## src/rtl/control_unit.sv

```systemverilog
// Hardwired control sequencer: fetch (T0-T2), decode (T3), ALU execute (T4-T5),
// with halt and sticky illegal-opcode fault.
module control_unit (
   input  logic        Clock,
   input  logic        clear,
   input  logic [31:0] IR,
   input  logic        Mdone,
   input  logic        Stop,
   output logic        PCout,
   output logic        MARin,
   output logic        IncPC,
   output logic        Zin,
   output logic        Zlowout,
   output logic        PCin,
   output logic        Read,
   output logic        MDRin,
   output logic        MDRout,
   output logic        IRin,
   output logic        Yin,
   output logic [15:0] Rin,
   output logic [15:0] Rout,
   output logic [4:0]  opcode,
   output logic        Run,
   output logic        Fault
);

   typedef enum logic [2:0] {
      RESET_S, T0, T1, T2, T3, T4, T5, HALT_S
   } state_t;

   localparam logic [4:0] OP_ALU_LO = 5'b00011;
   localparam logic [4:0] OP_ALU_HI = 5'b01010;
   localparam logic [4:0] OP_NOP    = 5'b11010;
   localparam logic [4:0] OP_HALT   = 5'b11011;

   state_t     state, state_next;
   logic       fault_q;
   logic [4:0] ir_op;
   logic [3:0] ir_ra, ir_rb, ir_rc;
   logic       is_alu, is_nop, is_halt;
   logic       unused_ir_bits;

   assign ir_op = IR[31:27];
   assign ir_ra = IR[26:23];
   assign ir_rb = IR[22:19];
   assign ir_rc = IR[18:15];
   assign unused_ir_bits = ^IR[14:0];

   assign is_alu  = (ir_op >= OP_ALU_LO) && (ir_op <= OP_ALU_HI);
   assign is_nop  = (ir_op == OP_NOP);
   assign is_halt = (ir_op == OP_HALT);

   // NOTE: state registers use non-blocking assignments so every flop samples pre-edge values.
   always_ff @(posedge Clock) begin
      if (!clear) begin
         state   <= RESET_S;
         fault_q <= 1'b0;
      end else begin
         state <= state_next;
         if (state == T3 && !is_alu && !is_nop && !is_halt)
            fault_q <= 1'b1;
      end
   end

   assign Fault = fault_q;

   // NOTE: every output gets a default first so no path through the case infers a latch.
   always_comb begin
      state_next = state;
      PCout   = 1'b0;
      MARin   = 1'b0;
      IncPC   = 1'b0;
      Zin     = 1'b0;
      Zlowout = 1'b0;
      PCin    = 1'b0;
      Read    = 1'b0;
      MDRin   = 1'b0;
      MDRout  = 1'b0;
      IRin    = 1'b0;
      Yin     = 1'b0;
      Rin     = 16'h0000;
      Rout    = 16'h0000;
      opcode  = 5'b00000;
      Run     = 1'b0;

      case (state)
         RESET_S: state_next = T0;
         T0: begin
            Run   = 1'b1;
            PCout = 1'b1;
            MARin = 1'b1;
            IncPC = 1'b1;
            Zin   = 1'b1;
            state_next = T1;
         end
         T1: begin
            // Strobes stay up for the whole memory wait, including the Mdone cycle.
            Run     = 1'b1;
            Zlowout = 1'b1;
            PCin    = 1'b1;
            Read    = 1'b1;
            MDRin   = 1'b1;
            if (Mdone) state_next = T2;
         end
         T2: begin
            Run    = 1'b1;
            MDRout = 1'b1;
            IRin   = 1'b1;
            state_next = T3;
         end
         T3: begin
            Run = 1'b1;
            if (is_alu) begin
               Rout = 16'h0001 << ir_rb;
               Yin  = 1'b1;
               state_next = T4;
            end else if (is_nop) begin
               state_next = T0;
            end else begin
               state_next = HALT_S;
            end
         end
         T4: begin
            Run    = 1'b1;
            Rout   = 16'h0001 << ir_rc;
            Zin    = 1'b1;
            opcode = ir_op;
            state_next = T5;
         end
         T5: begin
            Run     = 1'b1;
            Zlowout = 1'b1;
            Rin     = 16'h0001 << ir_ra;
            state_next = Stop ? HALT_S : T0;
         end
         HALT_S:  state_next = HALT_S;
         default: state_next = RESET_S;
      endcase
   end

endmodule
```

## config.mk

```make
export PLATFORM = sky130hd
export DESIGN_NAME = control_unit
export DESIGN_NICKNAME = d
export VERILOG_FILES = /design/src/rtl/control_unit.sv
export SDC_FILE = /design/constraint.sdc
export NUM_CORES = 1
export LEC_CHECK = 0
export BUFFER_PORTS_ARGS = -buffer_cell sky130_fd_sc_hd__buf_4
export CAP_MARGIN = 20
export CORE_UTILIZATION = 34
export CTS_BUF_LIST = sky130_fd_sc_hd__clkbuf_4
export CTS_CLUSTER_SIZE = 25
export DETAILED_ROUTE_END_ITERATION = 8
export PLACE_DENSITY = 0.82
export SYNTH_ARGS = -nofsm -noshare
export SYNTH_HDL_FRONTEND = slang
export SYNTH_SLANG_ARGS = --single-unit
```

## constraint.sdc

```tcl
create_clock -name Clock -period 2.1 [get_ports Clock]
set_clock_uncertainty 0.05 [all_clocks]
set_input_delay 0.525 -clock Clock [delete_from_list [all_inputs] [get_ports Clock]]
set_output_delay 0.525 -clock Clock [all_outputs]
set_load 0.01 [all_outputs]
```

### Yosys cells after proc, flatten, opt, wreduce, memory -nomap -nowiden

Cells that the tools add are included.
W data, S select, Z words.

* register bits after elaboration: 4
* output and inout port bits: 50

* $lt $le $gt $ge: 2
* multiplexer cells: 17
* equal/unequal tests: 10
* reduce and logical (&&, ||, !) cells: 11
* shifts and indexed selects: 3

Operator list (count)
* $shl A1 B4 Y16 const A: 3
* $mux W16: 2
* $pmux W16 S2: 1
* $pmux W3 S8: 1
* $eq A3 B3 Y1 const B: 4
* $mux W3: 4
* $eq A5 B5 Y1 const B: 2
* $mux W1: 8
* $eq A3 B2 Y1 const B: 2
* $reduce_or A6 Y1: 1
* $ge A5 B2 Y1 const B: 1
* $le A5 B4 Y1 const B: 1
* $mux W5: 1
* $logic_and A1 B1 Y1: 4
* $reduce_or A2 Y1: 2
* $eq A3 B1 Y1 const B: 1
* $logic_not A1 Y1: 3
* $logic_not A3 Y1: 1
* $ne A2 B2 Y1 const B: 1

### Depth between registers and ports, before layout

* depth in word-level cells: 6
* gate-level depth with buffers: 5

### Worst setup path after synthesis

Ideal clock, no wire load.

* kind: register -> output
* start point: register state[0]
* end point: output port Rout[0]
* path buffers: 1
* setup slack: 0.081 ns
* arrival: 1.444 ns
* required time: 1.525 ns
* stages on the path, launching flop included: 6
* cells stage by stage: dfxtp_1 > nor2b_2 > and2_1 > buf_4 > or3b_4 > o32ai_2

* longest elaborated chain between the ends: 2
* elaborated cells on any way between the ends: 3

Ends and longest elaborated chain
* start: declaration: RTL line 36 `state_t state, state_next;`
* start signal: assignment: RTL line 59 `state <= state_next;`
* $eq A3 B3 Y1: RTL line 86 `case (state)`
* $pmux W16 S2 *: RTL line 86
* end: declaration: RTL line 21 `output logic [15:0] Rout,`

Every way passes the cells marked *; elsewhere a longest branch is shown, timed or not.

### Worst setup path in the final report

* start point: register state[0]
* end point: output port Rout[8]

Same word-level chain as after synthesis.

==> results.rst <==
.. list-table::
   :header-rows: 1

   * - Metric
     - Value
   * - Run status
     - finished, violations left
   * - Violated checks
     - negative setup slack
   * - Clock buffer count from CTS
     - 3
   * - Crit start category
     - flop
   * - Filler cell count in the final layout
     - between 100 and 150
   * - Lkg Pwr
     - between 0.6 and 0.7 nW
   * - Highest routing layer actually used
     - met4
   * - Hold crit path type
     - reg2reg
   * - Total Wirelength
     - around 3.3 mm
   * - Avg Vias per Cell
     - 5.48
   * - Tot Pwr
     - 0.000396 W
   * - Congestion Overflow GR
     - 0
   * - Clock edge transition at the registers on the reported setup and hold paths
     - 0.04 ns
   * - Count of nets left with antenna violations after detail routing
     - 0
   * - Number of buffers on the longest clock path
     - 2
   * - Source-to-sink clock delay at the later pin of the worst-skew pair
     - 0.24 ns
   * - Hold slack final
     - 0.420 ns
   * - WS Path Type
     - reg2out
   * - Sum of met3 wire segment lengths after detailed routing
     - between 150 and 200 µm
   * - Least setup slack across all paths after layout
     - -0.191 ns
   * - Number of antenna violations at the first check in global routing
     - 0
   * - Avg Cell Area, Syn
     - 6.53 µm²
   * - Flops & latches, synth
     - 4
   * - Worst reg2reg startpoint
     - state[2]
   * - Site Rows
     - 16
   * - Setup violations, final
     - 21
   * - Cell area after technology mapping
     - 738 µm²
   * - Cts hold-fix bufs
     - 0
   * - Pin count of the biggest net entering global routing
     - 13
   * - Ratio of total power to cell area
     - 255 nW/µm²
   * - Share of layout cells above drive strength 1
     - 0.639
   * - Worst r2r dst
     - state[1]
   * - Hold_sp
     - Fault
   * - Dominant register cell in the synthesized netlist
     - sky130_fd_sc_hd__dfxtp_1
   * - Share of flip-flops with an asynchronous set or reset
     - 0
   * - Combined flip-flop and latch cell area
     - around 86 µm²
   * - Starting Density
     - 0.369
   * - Die Area
     - 2360 µm²
   * - Overall track demand over capacity in global routing
     - 0.242
   * - Wire length of the first global-routing pass
     - 4.57 mm
   * - Pre-antenna DRT Iters
     - 4
   * - Maximum VDD drop
     - 0.500 mV
   * - Sw frac
     - 0.367
   * - Number of enable flip-flop cells after synthesis
     - 0
   * - GPL Wtd Cong
     - 0.984
   * - Hold path cells
     - 1
   * - H-Tree Depth
     - 1
   * - Cell at the root of the clock tree
     - sky130_fd_sc_hd__clkbuf_4
   * - Final clock period utilization by the worst path
     - 1.09
   * - Post-route minimum period
     - 2.29 ns
   * - Biggest area consumer among synthesized cells
     - sky130_fd_sc_hd__dfxtp_1
   * - Routed wire per std cell
     - 15.4 µm
   * - Area delta synth->final
     - 110%
   * - Reg-to-reg setup timing slack
     - between 0.5 and 0.6 ns
   * - Area of the core region
     - roughly 2000 µm²
   * - Number of clock sinks
     - 4
   * - Number of synthesis warnings
     - 0
   * - Net switching power of the design
     - 0.000145 W
   * - Iteration-0 DRC count of the detailed router
     - 31
   * - Chip Width
     - ~49 µm
   * - Top post-synthesis cells by area
     - sky130_fd_sc_hd__dfxtp_1, sky130_fd_sc_hd__o22ai_1, sky130_fd_sc_hd__nor2_1
   * - TritonCTS clock tree
     - done
   * - R2R depth
     - 8
   * - Endpoint with the worst hold slack
     - Fault
   * - Synth top area share
     - 0.108
   * - Top cell types by occurrence after synthesis
     - sky130_fd_sc_hd__nor2_1, sky130_fd_sc_hd__o22ai_1, sky130_fd_sc_hd__and2_1, sky130_fd_sc_hd__nand2b_1, sky130_fd_sc_hd__buf_4
   * - Routed vias
     - 1194
   * - Slew Viols, Final
     - 0
   * - Power share of the sequential group
     - 0.227
   * - Setup repair after global routing missed its margin
     - yes
   * - Crit path capture type
     - output pin
   * - Routed met1 length
     - 1.39 mm
   * - Number of diodes added for antenna fixing
     - 0
   * - Total number of nets in the final design
     - 229
   * - Half-perimeter wire length after placement
     - 2.11 mm
   * - # IOs
     - between 80 and 90
   * - Count of different cell masters after synthesis
     - 33
   * - Synthesized instance count
     - 113
   * - Max-cap viol count
     - 0
   * - Internal power consumption
     - between 0.0002 and 0.0003 W
   * - Fraction of the yosys area taken by sequential cells
     - 0.108
   * - Least-Margin Pin Slew
     - about 0.35 ns
   * - Worst relative slew slack
     - 0.766
   * - Crit path arrival time
     - 1.72 ns
   * - Syn_nets
     - 149
   * - Share of total power in the clock network
     - 0.254
   * - Via count of the first global-routing pass
     - 992
   * - Leading cell type by number of instances after synthesis
     - sky130_fd_sc_hd__nor2_1
   * - Worst-case setup slack after placement
     - -0.131 ns
   * - Count of final hold-check violations
     - 0
   * - Required time worst endpoint
     - around 1.5 ns
   * - # DRC
     - 0
   * - Area of combinational cells with multiple inputs
     - 752 µm²
   * - Met2 wire length
     - ~1.7 mm
   * - Count of input and output buffers
     - 70
   * - Die Height
     - 48.6 µm
   * - Combinational share of power
     - 0.519
   * - FMAX
     - 436 MHz
   * - Largest fanout on the critical path
     - 5
cell usage in the layout (no fill, tap or decap), types with 3 or more instances in the layout:
master	count
sky130_fd_sc_hd__buf_4	79
sky130_fd_sc_hd__nor2_1	13
sky130_fd_sc_hd__nand2b_1	8
sky130_fd_sc_hd__o22ai_1	6
sky130_fd_sc_hd__and2_1	6
sky130_fd_sc_hd__o22ai_2	6
sky130_fd_sc_hd__nand3b_1	5
sky130_fd_sc_hd__nor2b_1	4
sky130_fd_sc_hd__nand2_1	4
sky130_fd_sc_hd__nor2_2	4
sky130_fd_sc_hd__buf_6	4
sky130_fd_sc_hd__nand3_2	3
sky130_fd_sc_hd__a21oi_1	3
sky130_fd_sc_hd__clkbuf_4	3
how the worst max path moves through the flow:
stage / cells after the start / slack [ns] / start / to
after floorplan: 5 / 0.08 / state[0] / Rout[0]
after global placement: 6 / -0.10 / IR[28] / Rout[3]
after detailed placement: 6 / -0.13 / IR[28] / Rout[9]
after CTS: 5 / -0.12 / state[0] / Rout[0]
after global routing: 6 / -0.25 / state[0] / Rout[8]
final: 6 / -0.19 / state[0] / Rout[8]
routing by layer:
metal | global-route usage | up-vias
met5 | 0 | -
met4 | 0.0441 | 0
met3 | 0.0440 | 4
met2 | 0.462 | 62
met1 | 0.280 | 562
li1 | - | 566
sequential cells by signal, indices dropped and copies added, names as in the netlist:
| name | flops |
|---|---|
| Fault | 1 |
| state | 3 |
kinds of logic after synthesis:
logic type      Yosys count  share of synthesized area
simple gates             72                      0.554
compound gates           26                      0.237
buf+inv                  10                     0.0847
flops                     4                      0.108
mux                       1                     0.0153
critical path, stage by stage (launching register included):
cell                       delay, ns
sky130_fd_sc_hd__dfxtp_4        0.36
sky130_fd_sc_hd__nor2b_4        0.14
sky130_fd_sc_hd__and2_4         0.16
sky130_fd_sc_hd__buf_6          0.11
sky130_fd_sc_hd__nand3b_1       0.21
sky130_fd_sc_hd__o32ai_2        0.34
sky130_fd_sc_hd__buf_4          0.17
power groups by stage:
stage	sequential, W	clock, W	combinational [W]
floorplan	0.0000871	0	0.0000840
global placement	0.0000870	0	0.000163
detailed placement	0.0000874	0	0.000169
CTS	0.0000883	0.000102	0.000184
global route	0.0000903	0.000104	0.000219
finish	0.0000897	0.000100	0.000205
cell type report:
| type | count | area share |
|---|---|---|
| sequential | 4 | 0.0556 |
| inverter | 1 | 0.00242 |
| tap | 27 | 0.0218 |
| clock buffer | 3 | 0.0145 |
| timing repair buffer | 84 | 0.421 |
| multi-input combinational | 99 | 0.485 |
stage by stage:
stage          instances  utilization  instance area, µm²  setup TNS [ns]
6_report             218        0.775                1550           -1.93
5_1_grt              218        0.775                1550           -3.07
4_1_cts              213        0.697                1400           -1.06
3_5_place_dp         208        0.645                1290           -1.40
3_3_place_gp         208        0.645                1290           -1.24
2_1_floorplan        113            -                 738               0
repair_timing:
action / 4_1_cts / 5_1_grt
setup endpoints to repair: 23 / 25
setup buffers: 2 / 5
pin swaps: 5 / 11
gates resized for setup: 18 / 27
Note: power is estimated with default switching activity, not from simulation.
